`config.mk`:
```
export PLATFORM = sky130hd
export DESIGN_NAME = gshare_predictor
export DESIGN_NICKNAME = d
export VERILOG_FILES = /design/src/rtl/bp_pkg.sv /design/src/rtl/bp_pht.sv /design/src/rtl/gshare_predictor.sv
export SDC_FILE = /design/constraint.sdc
export NUM_CORES = 1
export LEC_CHECK = 0
export CAP_MARGIN = 20
export CORE_AREA = 3 3 138 140
export DETAILED_ROUTE_END_ITERATION = 8
export DIE_AREA = 0 0 141 143
export DONT_BUFFER_PORTS = 1
export PLACE_DENSITY_LB_ADDON = 0.08
export SLEW_MARGIN = 40
export SYNTH_ARGS = -nofsm -noshare
export SYNTH_HDL_FRONTEND = slang
export SYNTH_SLANG_ARGS = --single-unit
export TNS_END_PERCENT = 50
```
`constraint.sdc`:
```
create_clock -name clk_i -period 5.8 [get_ports clk_i]
set_clock_uncertainty 0.15 [all_clocks]
set_input_delay 1.16 -clock clk_i [delete_from_list [all_inputs] [get_ports clk_i]]
set_output_delay 1.16 -clock clk_i [all_outputs]
set_load 0.005 [all_outputs]
```
`src/rtl/bp_pkg.sv`:
```
// Shared types and helpers for the gshare branch predictor.
package bp_pkg;

  typedef enum logic [0:0] {
    INIT = 1'b0,
    RUN  = 1'b1
  } bp_state_e;

  // Widest counter the helpers below can handle.
  localparam int CTR_MAX_W = 16;

  // Saturating step of a w-bit counter: up on taken, down on not-taken.
  function automatic logic [CTR_MAX_W-1:0] ctr_next(input logic [CTR_MAX_W-1:0] ctr,
                                                    input logic                 taken,
                                                    input int                   w);
    logic [CTR_MAX_W-1:0] max_v;
    logic [CTR_MAX_W-1:0] res;
    if (w >= CTR_MAX_W) max_v = '1;
    else                max_v = (CTR_MAX_W'(1) << w) - CTR_MAX_W'(1);
    res = ctr;
    if (taken) begin
      if (ctr != max_v) res = ctr + CTR_MAX_W'(1);
    end else begin
      if (ctr != '0) res = ctr - CTR_MAX_W'(1);
    end
    return res;
  endfunction

  // Weakly-taken is 100..0, weakly-not-taken is 011..1.
  function automatic logic [CTR_MAX_W-1:0] ctr_init(input logic taken, input int w);
    logic [CTR_MAX_W-1:0] half;
    half = CTR_MAX_W'(1) << (w - 1);
    return taken ? half : (half - CTR_MAX_W'(1));
  endfunction

endpackage

```
`src/rtl/bp_pht.sv`:
```
// Pattern history table: async read port for lookup, sync write port that
// either loads a value (init sweep) or applies a saturating step (update).
module bp_pht
  import bp_pkg::*;
#(
  parameter int IDX_W = 6,
  parameter int CTR_W = 2
) (
  input  logic             clk_i,
  input  logic [IDX_W-1:0] rd_idx_i,
  output logic [CTR_W-1:0] rd_ctr_o,
  input  logic             we_i,
  input  logic [IDX_W-1:0] wr_idx_i,
  input  logic             wr_load_i,
  input  logic [CTR_W-1:0] wr_data_i,
  input  logic             wr_taken_i
);

  localparam int DEPTH = 1 << IDX_W;

  logic [CTR_W-1:0] mem_q [DEPTH];
  logic [CTR_W-1:0] wr_cur;
  logic [CTR_W-1:0] wr_ctr_d;

  assign rd_ctr_o = mem_q[rd_idx_i];

  // Value to store: init load, or saturating step of the entry being updated.
  always_comb begin
    wr_cur   = mem_q[wr_idx_i];
    wr_ctr_d = wr_load_i ? wr_data_i
                         : CTR_W'(ctr_next(CTR_MAX_W'(wr_cur), wr_taken_i, CTR_W));
  end

  // Table storage has no reset; the top sweeps it after every reset.
  always_ff @(posedge clk_i) begin
    if (we_i) mem_q[wr_idx_i] <= wr_ctr_d;
  end

endmodule

```
`src/rtl/gshare_predictor.sv`:
```
// gshare predictor top: init sweep FSM, GHR, index hash, mispredict counter.
//
// state | meaning
// INIT  | sweep pointer writes the init counter value, one entry per cycle
// RUN   | table valid; lookups and updates are served
module gshare_predictor
  import bp_pkg::*;
#(
  parameter int PC_W       = 32,
  parameter int IDX_W      = 6,
  parameter int GHR_W      = 4,
  parameter int CTR_W      = 2,
  parameter int INIT_TAKEN = 1
) (
  input  logic             clk_i,
  input  logic             rst_i,
  input  logic             pred_valid_i,
  input  logic [PC_W-1:0]  pred_pc_i,
  output logic             predict_o,
  output logic [IDX_W-1:0] pred_idx_o,
  input  logic             upd_valid_i,
  input  logic [IDX_W-1:0] upd_idx_i,
  input  logic             upd_taken_i,
  input  logic             upd_pred_i,
  output logic             ready_o,
  output logic [15:0]      misp_cnt_o
);

  // A zero-length history still needs a one-bit register; it is held at 0.
  localparam int               GHR_EFF  = (GHR_W == 0) ? 1 : GHR_W;
  localparam logic [CTR_W-1:0] INIT_VAL = CTR_W'(ctr_init(INIT_TAKEN != 0, CTR_W));
  localparam logic [IDX_W-1:0] PTR_LAST = '1;

  bp_state_e          state_q, state_d;
  logic [IDX_W-1:0]   ptr_q, ptr_d;
  logic [GHR_EFF-1:0] ghr_q, ghr_d;
  logic [15:0]        misp_q, misp_d;

  logic [GHR_EFF-1:0] ghr_shift;
  logic [IDX_W-1:0]   ghr_ext;
  logic [CTR_W-1:0]   rd_ctr;
  logic               pht_we;
  logic [IDX_W-1:0]   pht_wr_idx;
  logic               pht_wr_load;
  logic               unused_pc;

  generate
    if (GHR_W == 0) begin : g_bimodal
      assign ghr_shift = '0;
      assign ghr_ext   = '0;
    end else if (GHR_EFF == 1) begin : g_ghr1
      assign ghr_shift = upd_taken_i;
      assign ghr_ext   = IDX_W'(ghr_q);
    end else begin : g_ghrn
      assign ghr_shift = {ghr_q[GHR_EFF-2:0], upd_taken_i};
      assign ghr_ext   = IDX_W'(ghr_q);
    end
  endgenerate

  // Only PC bits [IDX_W+1:2] feed the hash.
  assign unused_pc  = ^pred_pc_i;
  assign pred_idx_o = pred_pc_i[IDX_W+1:2] ^ ghr_ext;
  assign ready_o    = (state_q == RUN);
  assign predict_o  = ready_o & pred_valid_i & rd_ctr[CTR_W-1];
  assign misp_cnt_o = misp_q;

  bp_pht #(
    .IDX_W (IDX_W),
    .CTR_W (CTR_W)
  ) u_pht (
    .clk_i      (clk_i),
    .rd_idx_i   (pred_idx_o),
    .rd_ctr_o   (rd_ctr),
    .we_i       (pht_we),
    .wr_idx_i   (pht_wr_idx),
    .wr_load_i  (pht_wr_load),
    .wr_data_i  (INIT_VAL),
    .wr_taken_i (upd_taken_i)
  );

  // Next state, and the write-port mux between sweep and resolved updates.
  always_comb begin
    state_d     = state_q;
    ptr_d       = ptr_q;
    ghr_d       = ghr_q;
    misp_d      = misp_q;
    pht_we      = 1'b0;
    pht_wr_idx  = upd_idx_i;
    pht_wr_load = 1'b0;
    case (state_q)
      INIT: begin
        pht_we      = 1'b1;
        pht_wr_idx  = ptr_q;
        pht_wr_load = 1'b1;
        ptr_d       = ptr_q + IDX_W'(1);
        if (ptr_q == PTR_LAST) state_d = RUN;
      end
      RUN: begin
        if (upd_valid_i) begin
          pht_we = 1'b1;
          ghr_d  = ghr_shift;
          if ((upd_taken_i != upd_pred_i) && (misp_q != 16'hFFFF))
            misp_d = misp_q + 16'd1;
        end
      end
      default: state_d = INIT;
    endcase
  end

  // Control registers; reset restarts the sweep and drops any same-cycle update.
  always_ff @(posedge clk_i) begin
    if (rst_i) begin
      state_q <= INIT;
      ptr_q   <= '0;
      ghr_q   <= '0;
      misp_q  <= '0;
    end else begin
      state_q <= state_d;
      ptr_q   <= ptr_d;
      ghr_q   <= ghr_d;
      misp_q  <= misp_d;
    end
  end

endmodule

```
==> results.txt <==
----------------------------------------------------
[GRT]
  Gr usage total ... about 20%
  Initial antenna violation count ... 0
  Pin count of the biggest net entering global routing ... 34
  Via count of the first global-routing pass ... 4786
  Congestion Overflow GR ... 0
  Wire length of the first global-routing pass ... about 29000 microns

[Synth]
  Number of enable-type register cells in the synthesized netlist ... 128
  Yosys synthesis warning count ... 0
  Netlist Area Pre-Place ... between 0.007 and 0.008 sq mm
  Avg Cell Area, Syn ... about 13 sq um
  Async set or reset register ratio after synthesis ... 0%
  Most used flip-flop cell after synthesis ... edfxtp_1
  Synthesized Nets ... 580
  Synthesis-stage register bit count ... 155
  Cell variety after synth ... 48
  Proportion of synthesized chip area in sequential cells ... approximately 62%
  Post-synthesis instance total ... about 530

[Placed design]
  HPWL after detailed placement ... 12800 microns
  IO Port Bufs ... 0
  Final estimated routing congestion in global placement ... between 0.8 and 0.9
  Post-Place Cell Area ... ~0.0075 sq mm

[Final layout]
  Net count reported at finish ... 598
  Diodes inserted ... 0
  Final Cell Area ... just over 0.008 sq mm
  Leading cell types in the layout, fill and taps excluded ... edfxtp_1, nor2_1, nand2_1, mux4_2, mux2i_1
  Most common cell after layout, fill and taps aside ... edfxtp_1
  Layout cells sized above 1 ... between 15 and 20%
  Area added between synthesis and finish ... 14.2%

[Setup path]
  Delay of the slowest cell on the worst path ... approximately 0.58 ns
  Biggest fanout along the worst timing path ... 17
  Launching instance or port of the critical path ... pred_pc_i[2]
  Crit path arrival time ... 3.53 ns
  Cell with the largest stage delay on the worst path ... mux4_2
  CP endpoint kind ... output port
  Required @ worst endpoint ... 4.49 ns
  Kind of critical path ... in -> out
  Kind of cell adding the most delay to the critical path ... multiplexers
  Buffer and inverter count on the worst path ... 1
  Startpoint kind of the worst setup timing path ... primary input
  Launch instance of the worst register-to-register path ... ready_o
  Cells along the critical path ... xor2_4, buf_4, mux4_2, mux4_2, mux4_2, and3_1
  Crit-path most repeated cell ... mux4_2

[CTS]
  PostCTS Resize Cnt ... 0
  Number of clock buffers inserted by TritonCTS ... 17
  Maximum count of clock buffers along a single path ... 2
  Clock-pin slew on the worst setup and hold paths ... 0.06 ns
  Count of hold-fix buffers inserted at cts ... 0
  Setup bufs post-CTS ... 0
  H-tree levels ... 4
  Sinks on Clock Net ... about 160
  CTS tree ... yes
  Clock insertion delay at the later pin of the skew report ... 0.43 ns
  Root Buffer ... clkbuf_16

[STA]
  Setup repair after global routing missed its margin ... no
  Max_slew headroom ... between 40% and 50%
  Count of endpoints failing setup in the final report ... 0
  Post-layout min period ... 4.84 ns
  Actual slew at the worst max-slew pin ... 0.779 ns
  Period utilisation layout ... 83.4%
  Peak Freq ... ~210 MHz
  Final hold violations ... 0
  Pins over their slew limit ... 0
  Post-route setup TNS ... 0 ns

[Detailed routing]
  Detailed Route WL ... around 19000 microns
  Routed via count divided by cell count ... about 5.9
  Routed WL per cell ... 24.5 microns
  Antenna-violating nets left ... 0
  Number of search-and-repair iterations in the first detailed-routing pass ... 5
  Residual DRC count ... 0
  Number of DRC markers after the initial detailed-route iteration ... around 510
  Overall via count from detail_route ... 4711

[Status]
  Result of the run ... finished clean

[Floorplan]
  Die height ... between 100 and 150 microns
  Initial core utilization ... 39.5%
  Total Die Area ... between 0.02 and 0.025 sq mm
  Area of the placeable core ... between 0.015 and 0.02 sq mm
  Number of top-level pins ... 68
  Number of cell rows ... 49
  Die Wd ... about 140 microns

[Pwr]
  Pleak ... ~2.6 nW
  Power Density ... 307 mW/mm^2
  Max IR drop VDD ... between 0.0002 and 0.00025 V

[Min path]
  Launch instance of the worst min-delay path ... ghr_q[3]
  Class of the worst hold path ... reg -> reg

[Flow run]
  MaxCap Viol Count ... 0

----------------------------------------------------
-- state kept, by name, summed over array words and instances, names as in the netlist --
register     cells
ghr_q            4
misp_cnt_o      16
ptr_q            6
ready_o          1
u_pht.mem_q    128
-- power by group --
part	switching, mW	internal, mW	leakage [nW]
logic	0.116	0.0725	0.885
registers	0.00372	1.19	1.40
clock network	0.495	0.607	0.281
-- layout make-up --
class | count | area (sq um)
flip-flops and latches | 155 | 4380
repair buffers | 22 | 184
clock buffers | 17 | 425
fillers | 1644 | 9870
inverters | 5 | 18.8
clock inverters | 15 | 159
well taps | 229 | 287
multi-input cells | 351 | 2640
-- cells in the mapped netlist (3+ instances only) --
master / number / share of area, %
clkbuf_1: 10 / 0.53
and3_1: 5 / 0.44
dfxtp_1: 27 / 7.6
inv_1: 5 / 0.26
buf_4: 3 / 0.32
buf_2: 8 / 0.56
or3_1: 8 / 0.71
nor4_1: 3 / 0.26
nand3_1: 15 / 1.1
mux2i_1: 28 / 4.0
a211oi_1: 3 / 0.32
edfxtp_1: 128 / 54
nor3b_1: 3 / 0.32
nand4_1: 4 / 0.35
mux4_2: 30 / 9.5
o21ai_0: 12 / 0.85
a21oi_1: 19 / 1.3
xor2_1: 9 / 1.1
o22ai_1: 9 / 0.79
nor2b_1: 3 / 0.26
mux2_2: 4 / 0.64
nand2_1: 44 / 2.3
a221o_1: 12 / 1.7
a31oi_1: 3 / 0.26
o21ai_1: 7 / 0.49
xnor2_1: 8 / 0.99
nor2_1: 90 / 4.8
a22oi_1: 5 / 0.53
nor3_1: 4 / 0.28
-- kinds of logic after synthesis --
logic type / Yosys count / synth area share, %
and+or+nand+nor: 185 / 11.4
xor gates and xnor gates: 18 / 2.33
adders and majority gates: 2 / 0.353
AOI/OAI and AO/OA: 84 / 8.00
buffers and inverters: 28 / 1.89
muxes: 62 / 14.1
DFF: 155 / 61.9
-- worst reg2reg max path, stage by stage, from the launching register on --
cell,delay (ns)
dfxtp_1,0.71
mux2_2,0.80
mux4_2,0.63
a22oi_1,0.33
o211ai_1,0.14
nor4_1,0.68
o21ai_1,0.25
o21ai_4,0.25
buf_6,0.23
buf_4,0.27
-- layer usage --
metal	GRT usage, %	wire length, microns	vias up
met3	6.10	1740	19
met1	27.2	8410	2395
li1	-	-	2093
met5	0	0	-
met4	5.00	269	0
met2	30.9	9050	204
-- per-stage QoR --
stage                     instances  setup WS (ns)  total power, mW  util [%]  hold WS [ns]
after floorplan                 534          0.551             1.34         -         0.298
after global routing            794          0.879             2.56      45.1         0.341
after CTS                       793          0.933             2.50      45.0         0.322
final                           794          0.963             2.49      45.1         0.317
after detailed placement        761          0.791             1.41      41.7         0.313
after global placement          759          0.779             1.41      41.5         0.301
-- final timing paths --
path | to | slack (ns) | cells after the start
worst min-delay path | ghr_q[3] | 0.32 | 2
worst min register to register | ghr_q[3] | 0.32 | 2
worst max-delay path | predict_o | 0.96 | 6
worst max register to register | u_pht.mem_q[33][0] | 1.16 | 9
No activity file was read; power rests on OpenSTA's default activity.
